`src/rtl/fe_fetch_sequencer_if.sv`:
```
// rtl/fe_fetch_sequencer_if.sv - fetch-stage bundle: AGEX redirect, DE stall, imem port, FE_latch
interface fe_fetch_sequencer_if #(
  parameter int DBITS    = 32,
  parameter int INSTBITS = 32
);
  logic [DBITS:0]              from_AGEX_to_FE;
  logic                        stall_DE;
  logic [DBITS-1:0]            imem_addr;
  logic [INSTBITS-1:0]         imem_rdata;
  logic [INSTBITS+3*DBITS:0]   FE_latch_out;

  modport master (
    input  from_AGEX_to_FE,
    input  stall_DE,
    input  imem_rdata,
    output imem_addr,
    output FE_latch_out
  );

  modport slave (
    output from_AGEX_to_FE,
    output stall_DE,
    output imem_rdata,
    input  imem_addr,
    input  FE_latch_out
  );
endinterface

```
`src/rtl/fe_fetch_sequencer.sv`:
```
// rtl/fe_fetch_sequencer.sv - fetch PC sequencer with 1-entry hold buffer; FE_PERF_CNT_EN adds perf counters
module fe_fetch_sequencer #(
  parameter int               DBITS    = 32,
  parameter int               INSTBITS = 32,
  parameter logic [DBITS-1:0] STARTPC  = 32'h200
) (
  input  logic                     clk,
  input  logic                     reset,
`ifdef FE_PERF_CNT_EN
  output logic [31:0]              perf_squash_cnt,
  output logic [31:0]              perf_stall_cnt,
`endif
  fe_fetch_sequencer_if.master     fe
);

  typedef enum logic {S_FETCH, S_HOLD} state_t;

  state_t                state_q, state_d;
  logic [DBITS-1:0]      pc_q, pc_d;
  logic [DBITS-1:0]      resp_pc_q, resp_pc_d;
  logic                  resp_v_q, resp_v_d;
  logic [INSTBITS-1:0]   hold_inst_q, hold_inst_d;
  logic [DBITS-1:0]      hold_pc_q, hold_pc_d;
  logic                  lat_v_q, lat_v_d;
  logic [INSTBITS-1:0]   lat_inst_q, lat_inst_d;
  logic [DBITS-1:0]      lat_pc_q, lat_pc_d;
  logic [DBITS-1:0]      lat_pcplus_q, lat_pcplus_d;
  logic [DBITS-1:0]      cnt_q, cnt_d;

  logic                  redirect;
  logic [DBITS-1:0]      target;

  assign redirect = fe.from_AGEX_to_FE[DBITS];
  assign target   = fe.from_AGEX_to_FE[DBITS-1:0];

  assign fe.imem_addr    = pc_q;
  assign fe.FE_latch_out = {lat_v_q, lat_inst_q, lat_pc_q, lat_pcplus_q, cnt_q};

  // Next-state: redirect beats stall beats normal flow; the latch count field is the live counter
  always_comb begin
    state_d      = state_q;
    pc_d         = pc_q;
    resp_pc_d    = resp_pc_q;
    resp_v_d     = resp_v_q;
    hold_inst_d  = hold_inst_q;
    hold_pc_d    = hold_pc_q;
    lat_v_d      = lat_v_q;
    lat_inst_d   = lat_inst_q;
    lat_pc_d     = lat_pc_q;
    lat_pcplus_d = lat_pcplus_q;
    cnt_d        = cnt_q;

    if (redirect) begin
      // Squash everything in flight; target fetch is issued next cycle
      pc_d     = {target[DBITS-1:2], 2'b00};
      resp_v_d = 1'b0;
      state_d  = S_FETCH;
      lat_v_d  = 1'b0;
      if (lat_v_q) begin
        cnt_d = cnt_q - DBITS'(1);
      end
    end else if (fe.stall_DE) begin
      // Park the in-flight response so it is neither lost nor refetched
      resp_v_d = 1'b0;
      if (state_q == S_FETCH && resp_v_q) begin
        hold_inst_d = fe.imem_rdata;
        hold_pc_d   = resp_pc_q;
        state_d     = S_HOLD;
      end
    end else begin
      resp_pc_d = pc_q;
      pc_d      = pc_q + DBITS'(4);
      resp_v_d  = 1'b1;
      if (state_q == S_HOLD) begin
        lat_v_d      = 1'b1;
        lat_inst_d   = hold_inst_q;
        lat_pc_d     = hold_pc_q;
        lat_pcplus_d = hold_pc_q + DBITS'(4);
        cnt_d        = cnt_q + DBITS'(1);
        state_d      = S_FETCH;
      end else if (resp_v_q) begin
        lat_v_d      = 1'b1;
        lat_inst_d   = fe.imem_rdata;
        lat_pc_d     = resp_pc_q;
        lat_pcplus_d = resp_pc_q + DBITS'(4);
        cnt_d        = cnt_q + DBITS'(1);
      end else begin
        lat_v_d = 1'b0;
      end
    end
  end

  // State registers; reset clears everything and restarts fetch at STARTPC
  always_ff @(posedge clk) begin
    if (!reset) begin
      state_q      <= S_FETCH;
      pc_q         <= STARTPC;
      resp_pc_q    <= '0;
      resp_v_q     <= 1'b0;
      hold_inst_q  <= '0;
      hold_pc_q    <= '0;
      lat_v_q      <= 1'b0;
      lat_inst_q   <= '0;
      lat_pc_q     <= '0;
      lat_pcplus_q <= '0;
      cnt_q        <= '0;
    end else begin
      state_q      <= state_d;
      pc_q         <= pc_d;
      resp_pc_q    <= resp_pc_d;
      resp_v_q     <= resp_v_d;
      hold_inst_q  <= hold_inst_d;
      hold_pc_q    <= hold_pc_d;
      lat_v_q      <= lat_v_d;
      lat_inst_q   <= lat_inst_d;
      lat_pc_q     <= lat_pc_d;
      lat_pcplus_q <= lat_pcplus_d;
      cnt_q        <= cnt_d;
    end
  end

`ifdef FE_PERF_CNT_EN
  logic [31:0] squash_q, stall_q;
  logic        squash_hit;

  // A redirect counts once per cycle when it actually throws away a latch, response or hold entry
  assign squash_hit = redirect && (lat_v_q || resp_v_q || state_q == S_HOLD);

  assign perf_squash_cnt = squash_q;
  assign perf_stall_cnt  = stall_q;

  // Saturating performance counters
  always_ff @(posedge clk) begin
    if (!reset) begin
      squash_q <= '0;
      stall_q  <= '0;
    end else begin
      if (squash_hit && squash_q != 32'hFFFF_FFFF) begin
        squash_q <= squash_q + 32'd1;
      end
      if (fe.stall_DE && !redirect && stall_q != 32'hFFFF_FFFF) begin
        stall_q <= stall_q + 32'd1;
      end
    end
  end
`endif

endmodule

```
`src/flat_wrapper.sv`:
```
// flat-port wrapper written by rule: the top's interface ports become plain ports
module fe_fetch_sequencer_flat 
#(
  parameter int               DBITS    = 32,
  parameter int               INSTBITS = 32,
  parameter logic [DBITS-1:0] STARTPC  = 32'h200
)
  (clk, reset, fe_from_AGEX_to_FE, fe_stall_DE, fe_imem_rdata, fe_imem_addr, fe_FE_latch_out);
  fe_fetch_sequencer_if #(.DBITS(DBITS), .INSTBITS(INSTBITS)) fe_i ();
  input  logic clk;
  input  logic reset;
  input wire logic [$bits(fe_i.from_AGEX_to_FE)-1:0] fe_from_AGEX_to_FE;
  input wire logic [$bits(fe_i.stall_DE)-1:0] fe_stall_DE;
  input wire logic [$bits(fe_i.imem_rdata)-1:0] fe_imem_rdata;
  output wire logic [$bits(fe_i.imem_addr)-1:0] fe_imem_addr;
  output wire logic [$bits(fe_i.FE_latch_out)-1:0] fe_FE_latch_out;
  assign fe_i.from_AGEX_to_FE = fe_from_AGEX_to_FE;
  assign fe_i.stall_DE = fe_stall_DE;
  assign fe_i.imem_rdata = fe_imem_rdata;
  assign fe_imem_addr = fe_i.imem_addr;
  assign fe_FE_latch_out = fe_i.FE_latch_out;
  fe_fetch_sequencer #(.DBITS(DBITS), .INSTBITS(INSTBITS), .STARTPC(STARTPC)) u_core (.clk(clk), .reset(reset), .fe(fe_i));
endmodule
```
`config.mk`:
```
export PLATFORM = sky130hd
export DESIGN_NAME = fe_fetch_sequencer_flat
export DESIGN_NICKNAME = d
export VERILOG_FILES = /design/src/rtl/fe_fetch_sequencer_if.sv /design/src/rtl/fe_fetch_sequencer.sv /design/src/flat_wrapper.sv
export SDC_FILE = /design/constraint.sdc
export NUM_CORES = 1
export LEC_CHECK = 0
export BUFFER_PORTS_ARGS = -buffer_cell sky130_fd_sc_hd__buf_2
export CAP_MARGIN = 20
export CORE_MARGIN = 3
export CORE_UTILIZATION = 45
export CTS_CLUSTER_SIZE = 20
export DETAILED_ROUTE_END_ITERATION = 6
export GPL_TIMING_DRIVEN = 0
export PLACE_DENSITY = 0.73
export SKIP_CTS_REPAIR_TIMING = 1
export SYNTH_ARGS = -nofsm -noshare
export SYNTH_HDL_FRONTEND = slang
export SYNTH_SLANG_ARGS = --single-unit
```
`constraint.sdc`:
```
create_clock -name clk -period 9.29 [get_ports clk]
set_clock_uncertainty 0.15 [all_clocks]
set_input_delay 0.4645 -clock clk [delete_from_list [all_inputs] [get_ports clk]]
set_output_delay 0.4645 -clock clk [all_outputs]
set_load 0.01 [all_outputs]
```
## After elaboration in Yosys (flattened, before gate mapping)

Cells that the tools add are included.

| word-level totals | value |
|---|---|
| logic and storage cells | 48 |
| bits in registers | 259 |
| output and inout port bits | 161 |

| cells by class | value |
|---|---|
| bitwise gates (word level) | 4 |
| eq/ne operators | 2 |
| add/subtract/negate cells | 5 |
| reductions and logical operators | 9 |
| multiplexer cells | 16 |

Operators by type and width:

| operator | number |
|---|---|
| $mux W32 | 13 |
| $add A32 B3 Y32 const B | 3 |
| $add A32 B1 Y32 const B | 1 |
| $sub A32 B1 Y32 const B | 1 |
| $reduce_and A3 Y1 | 3 |
| $not A1 Y1 | 4 |
| $mux W1 | 3 |
| $reduce_bool A3 Y1 | 1 |
| $reduce_or A3 Y1 | 1 |
| $ne A2 B1 Y1 const B | 1 |
| $ne A2 B2 Y1 const B | 1 |
| $reduce_and A2 Y1 | 1 |
| $reduce_bool A2 Y1 | 1 |
| $reduce_or A2 Y1 | 1 |
| $logic_and A1 B1 Y1 | 1 |

## Depth between registers and ports, before layout

| depth | value |
|---|---|
| word-level depth | 5 |
| depth in mapped cells | 15 |
| mapped depth without buffers | 9 |

## Worst setup path before layout

OpenSTA, ideal clock, no wires.

| timing path | value |
|---|---|
| path kind | reg-to-reg |
| start point | register u_core.state_q |
| end point | register u_core.lat_pcplus_q[26] |
| arrival | 3.041 ns |
| setup slack | 5.982 ns |
| setup time | 0.117 ns |
| data required time | 9.023 ns |
| clock period less this slack | 3.308 ns |
| path buffers | 7 |
| cell stages (with the launch flop) | 16 |
| path through | dfxtp_1 buf_6 buf_6 buf_6 buf_2 buf_6 buf_6 mux2_2 ha_1 nand4_2 or4_4 buf_6 or2_4 nor3_2 xor2_1 o21ai_1 |

| between the ends | value |
|---|---|
| longest elaborated chain between the ends | 2 |
| elaborated cells on any way between the ends | 3 |
| those cells by class | mux (1); reduce/logical (2) |

Ends and longest elaborated chain:

| what | line | text |
|---|---|---|
| start: declaration | fe_fetch_sequencer.sv:18 | `state_t state_q, state_d;` |
| start signal: assignment | fe_fetch_sequencer.sv:108 | `state_q <= state_d;` |
| $reduce_bool A2 Y1 (no source line) | - |  |
| $reduce_and A3 Y1 (no source line) | - |  |
| end signal: assignment | fe_fetch_sequencer.sv:117 | `lat_pcplus_q <= lat_pcplus_d;` |
| end: declaration | fe_fetch_sequencer.sv:27 | `logic [DBITS-1:0] lat_pcplus_q, lat_pcplus_d;` |

Several ways; a longest one is shown, not always the timed one.
A chain may end at the register's enable or synchronous reset.

## Worst setup path after layout

Ends and elaborated chain as after synthesis.

==> impl_table.tex <==
\begin{tabular}{lr}
\hline
Metric & Value \\
\hline
\multicolumn{2}{l}{\textbf{Run status}} \\
\quad Result of the run & completed \\
\multicolumn{2}{l}{\textbf{STA}} \\
\quad Setup Total Neg Slack & 0 ps \\
\quad RSZ-0062 raised after global routing & no \\
\quad Max-slew violation count & 0 \\
\quad Max-slew headroom & 42.1\% \\
\quad Total setup violations reported at the end of the flow & 0 \\
\quad Final critical-path share of the clock period & 42.1\% \\
\quad Highest clock frequency the design can meet & 0.256 GHz \\
\quad Minimum period implied by the final worst setup slack & 3910 ps \\
\quad Number of endpoints with negative hold slack in the final report & 0 \\
\quad Slew at the pin with the worst max-slew slack & 862 ps \\
\multicolumn{2}{l}{\textbf{Power and ir drop}} \\
\quad PwrDens & 169 nW/um\^{}2 \\
\quad Cell Int Power & 1860 uW \\
\quad Total design power & 2460 uW \\
\quad NetSw & 605 uW \\
\quad Share of power burned in the clock network & 46.1\% \\
\quad Fraction of power spent switching nets & 24.5\% \\
\quad Static Leakage & 0.00568 uW \\
\quad Power share of the combinational group & 8.6\% \\
\quad Highest ir drop seen on vdd & 0.136 mV \\
\quad Proportion of power drawn by flip-flops and latches & 45.3\% \\
\multicolumn{2}{l}{\textbf{Floorplan}} \\
\quad Num rows & 59 \\
\quad Starting density of the core & 46.0\% \\
\quad Die extent in x & 170 microns \\
\quad Ports placed on the boundary & 229 \\
\quad Area inside the core boundary & 26300 sq um \\
\quad Die Footprint & 28900 sq um \\
\quad Die height & 170 microns \\
\multicolumn{2}{l}{\textbf{Synthesis}} \\
\quad Basic-gate share of the synthesized area counting and, or, nand and nor cells & 22.4\% \\
\quad Adder-cell share of the synthesized area & 3.47\% \\
\quad Post-Syn Area & 12100 sq um \\
\quad Dominant combinational cell family by area after synthesis & simple AND/OR/NAND/NOR gates \\
\quad Multiplexer share of the synthesized area & 5.31\% \\
\quad Post-synth EDFFs & 0 \\
\quad Top area cells in the synthesized netlist & sky130\_fd\_sc\_hd\_\_dfxtp\_1 41\%, sky130\_fd\_sc\_hd\_\_nand2\_1 9.3\%, sky130\_fd\_sc\_hd\_\_a21oi\_1 8.1\% \\
\quad Post-synth top flop & sky130\_fd\_sc\_hd\_\_dfxtp\_1 \\
\quad Area fraction in compound gates after synthesis & 18.1\% \\
\quad Post-synth top area cell & sky130\_fd\_sc\_hd\_\_dfxtp\_1 \\
\quad Warnings from Yosys & 0 \\
\quad Area fraction of the dominant cell type after synthesis & 41.2\% \\
\quad Post-synthesis cell type count & 78 \\
\quad Number of instances in the synthesized netlist & 1501 \\
\quad Total of flip-flops plus latches after synthesis & 249 \\
\quad Mean post-synth cell area & 8.06 sq um \\
\quad Register area share after synthesis & 41.2\% \\
\quad Share of flip-flops with an asynchronous set or reset after synthesis & 0\% \\
\quad Post-Synth XOR/XNOR Area & 4.85\% \\
\multicolumn{2}{l}{\textbf{Clocking}} \\
\quad H-tree levels & 1 \\
\quad Clock latency at the later pin of the worst-skew pair & 550 ps \\
\quad Clock Tree Root & sky130\_fd\_sc\_hd\_\_clkbuf\_16 \\
\quad Clk sinks & 249 \\
\quad Clock-pin slew reported for the worst setup and hold paths after clock tree synthesis & 60 ps \\
\quad CTS tree & yes \\
\quad Clock buffers created by TritonCTS & 28 \\
\quad Clock buffer depth & 3 \\
\multicolumn{2}{l}{\textbf{Worst setup path}} \\
\quad Critical path endpoint category & flop \\
\quad Endpoint of the worst register-to-register path & u\_core.lat\_pcplus\_q[26] \\
\quad Crit Reg-Reg Startpoint & u\_core.state\_q \\
\quad Crit Path Max Fanout & 10 \\
\quad Reg2reg path depth & 15 \\
\quad Worst reg2reg setup slack & 5380 ps \\
\quad Crit path launch type & flop \\
\quad Critical setup path kind & reg2reg \\
\quad Data arrival time of the critical path & 4200 ps \\
\quad Data required time of the critical path & 9580 ps \\
\multicolumn{2}{l}{\textbf{Worst hold path}} \\
\quad Sink of the worst hold path & u\_core.fe.imem\_addr[5] \\
\quad Cell depth of the worst hold path & 3 \\
\quad Worst min-delay path startpoint & fe\_from\_AGEX\_to\_FE[5] \\
\quad Class of the tightest hold or removal check & in2reg \\
\multicolumn{2}{l}{\textbf{Finish}} \\
\quad Number of nets at the end of the flow & 1856 \\
\quad Number of cells in the finished layout apart from fillers & 2112 \\
\quad Number of diodes added for antenna fixing & 0 \\
\quad Layout area overhead & 20.5\% \\
\quad Layout cell share with drive strength beyond 1 & 17.3\% \\
\quad Finished Core Util & 55.5\% \\
\quad Final standard cell area without fillers & 14600 sq um \\
\multicolumn{2}{l}{\textbf{Routing}} \\
\quad Number of optimization iterations in the first detailed-route pass & 7 \\
\quad Via count of the routed design & 11500 \\
\quad First DRT Iteration DRCs & 980 \\
\quad DR vias/cell & 5.44 \\
\quad Wire per inst & 16.9 microns \\
\quad Residual DRC count & 0 \\
\quad Remaining antenna violation count & 0 \\
\quad Sum of routed wire length over all layers & 35800 microns \\
\multicolumn{2}{l}{\textbf{Place}} \\
\quad Routability congestion estimate & 0.892 \\
\quad Buffers on Ports & 219 \\
\quad Cell total after placement & 2060 \\
\quad DP Area & 13600 sq um \\
\quad Placed wire-length estimate & 26700 microns \\
\multicolumn{2}{l}{\textbf{Global routing}} \\
\quad Number of global-route vias before repair & 10900 \\
\quad Initial antenna violation count & 0 \\
\quad Overall routing resource usage & 23.7\% \\
\quad Overall overflow remaining after global route & 0 \\
\quad Largest net degree at the start of global routing & 36 \\
\quad Wire length of the first global-routing pass & 56200 microns \\
\multicolumn{2}{l}{\textbf{Flow run}} \\
\quad Total of max-cap violations & 0 \\
\hline
\end{tabular}
==> stage by stage <==
step	setup WS [ps]	hold slack, ps
global placement	5390	288
floorplan	5980	283
global route	5200	19.6
CTS	5380	-1.42
finish	5380	12.9
detailed placement	5400	292
==> critical path: stages, from the launching register on <==
cell and delay [ps]:
sky130_fd_sc_hd__dfxtp_1 420, sky130_fd_sc_hd__buf_6 200, sky130_fd_sc_hd__buf_6 160, sky130_fd_sc_hd__buf_6 150
sky130_fd_sc_hd__buf_2 300, sky130_fd_sc_hd__buf_6 210, sky130_fd_sc_hd__buf_6 200, sky130_fd_sc_hd__mux2_2 210
sky130_fd_sc_hd__ha_1 280, sky130_fd_sc_hd__nand4_2 150, sky130_fd_sc_hd__or4_4 540, sky130_fd_sc_hd__buf_6 150
sky130_fd_sc_hd__or2_4 240, sky130_fd_sc_hd__nor3_2 170, sky130_fd_sc_hd__xor2_1 190, sky130_fd_sc_hd__o21ai_1 70
==> cell type report <==
cell class / count / area (sq um)
Buffer: 107 / 515
Clock buffer: 43 / 817
Clock inverter: 9 / 135
Fill cell: 2469 / 11700
Inverter: 10 / 37.5
Multi-Input combinational cell: 1140 / 6580
Sequential cell: 249 / 4980
Tap cell: 335 / 419
Timing Repair Buffer: 219 / 1100
==> state kept, by name, indices dropped and copies added (netlist names) <==
signal and count:
u_core.hold_inst_q 32, u_core.resp_v_q 1, u_core.hold_pc_q 30, u_core.cnt_q 32, u_core.lat_v_q 1, u_core.lat_inst_q 32
u_core.lat_pc_q 30, u_core.state_q 1, u_core.fe.imem_addr 30, u_core.lat_pcplus_q 30, u_core.resp_pc_q 30
==> power by group through the flow <==
stage | logic, uW | clock network, uW | registers, uW
after floorplan | 125 | 0 | 1140
final | 211 | 1140 | 1120
after global routing | 234 | 1200 | 1120
after detailed placement | 208 | 0 | 1140
after CTS | 209 | 1150 | 1120
after global placement | 206 | 0 | 1140
==> kinds of logic after synthesis <==
group	after synthesis
multiplexers	64
flip-flops	249
adder cells (fa/ha/maj)	33
other	1
AND/OR/NAND/NOR	604
AO/OA/AOI/OAI	366
XOR/XNOR	67
buffers and inverters	117
==> cells in the mapped netlist (5+ instances only) <==
| master | count |
|---|---|
| sky130_fd_sc_hd__xnor2_1 | 38 |
| sky130_fd_sc_hd__nor2_1 | 141 |
| sky130_fd_sc_hd__xor2_1 | 29 |
| sky130_fd_sc_hd__nand3_1 | 42 |
| sky130_fd_sc_hd__or3_1 | 10 |
| sky130_fd_sc_hd__a21oi_1 | 197 |
| sky130_fd_sc_hd__and3_1 | 11 |
| sky130_fd_sc_hd__nand2_1 | 301 |
| sky130_fd_sc_hd__a21o_1 | 16 |
| sky130_fd_sc_hd__buf_1 | 6 |
| sky130_fd_sc_hd__o21ai_1 | 5 |
| sky130_fd_sc_hd__nor2b_1 | 16 |
| sky130_fd_sc_hd__mux2i_1 | 62 |
| sky130_fd_sc_hd__inv_1 | 10 |
| sky130_fd_sc_hd__clkbuf_1 | 79 |
| sky130_fd_sc_hd__nand4_1 | 12 |
| sky130_fd_sc_hd__a32oi_1 | 6 |
| sky130_fd_sc_hd__buf_6 | 7 |
| sky130_fd_sc_hd__ha_1 | 32 |
| sky130_fd_sc_hd__a31oi_1 | 8 |
| sky130_fd_sc_hd__buf_4 | 7 |
| sky130_fd_sc_hd__nor3b_1 | 5 |
| sky130_fd_sc_hd__nand3b_1 | 7 |
| sky130_fd_sc_hd__a211oi_1 | 68 |
| sky130_fd_sc_hd__dfxtp_1 | 249 |
| sky130_fd_sc_hd__o21ai_0 | 33 |
| sky130_fd_sc_hd__nor3_1 | 18 |
| sky130_fd_sc_hd__buf_2 | 5 |
==> cell usage in the layout (no fill, tap or decap), types with 7 or more instances in the layout <==
master,netlist,routed
sky130_fd_sc_hd__ha_1,32,32
sky130_fd_sc_hd__a21o_1,16,16
sky130_fd_sc_hd__xnor2_1,38,38
sky130_fd_sc_hd__a211oi_1,68,68
sky130_fd_sc_hd__and3_1,11,11
sky130_fd_sc_hd__dfxtp_1,249,249
sky130_fd_sc_hd__mux2i_1,62,62
sky130_fd_sc_hd__nand4_1,12,12
sky130_fd_sc_hd__buf_2,5,224
sky130_fd_sc_hd__or3_1,10,10
sky130_fd_sc_hd__nand3_1,42,42
sky130_fd_sc_hd__nand3b_1,7,7
sky130_fd_sc_hd__nor3_1,18,18
sky130_fd_sc_hd__xor2_1,29,29
sky130_fd_sc_hd__o21ai_0,33,33
sky130_fd_sc_hd__nor2b_1,16,16
sky130_fd_sc_hd__buf_6,7,7
sky130_fd_sc_hd__buf_4,7,7
sky130_fd_sc_hd__nand2_1,301,301
sky130_fd_sc_hd__inv_1,10,10
sky130_fd_sc_hd__clkbuf_16,0,28
sky130_fd_sc_hd__clkbuf_1,79,88
sky130_fd_sc_hd__nor2_1,141,141
sky130_fd_sc_hd__a31oi_1,8,8
sky130_fd_sc_hd__a21oi_1,197,197
==> per-layer routing <==
metal	GRT usage (%)	vias to the layer above	wire length, microns
li1	-	5707	-
met1	32.7	5274	16500
met2	37.9	421	15700
met3	3.02	83	2200
met4	9.31	0	1430
met5	0	-	0
==> how the worst max path moves through the flow <==
stage                         startpoint                       to  slack [ps]  cells after the start
after floorplan           u_core.state_q  u_core.lat_pcplus_q[26]        5980                     15
after global placement    u_core.state_q  u_core.lat_pcplus_q[26]        5390                     15
after detailed placement  u_core.state_q  u_core.lat_pcplus_q[26]        5400                     15
after CTS                 u_core.state_q  u_core.lat_pcplus_q[26]        5380                     15
after global routing      u_core.state_q  u_core.lat_pcplus_q[26]        5200                     15
final                     u_core.state_q  u_core.lat_pcplus_q[26]        5380                     15
Power figures use the tool's default switching activity.
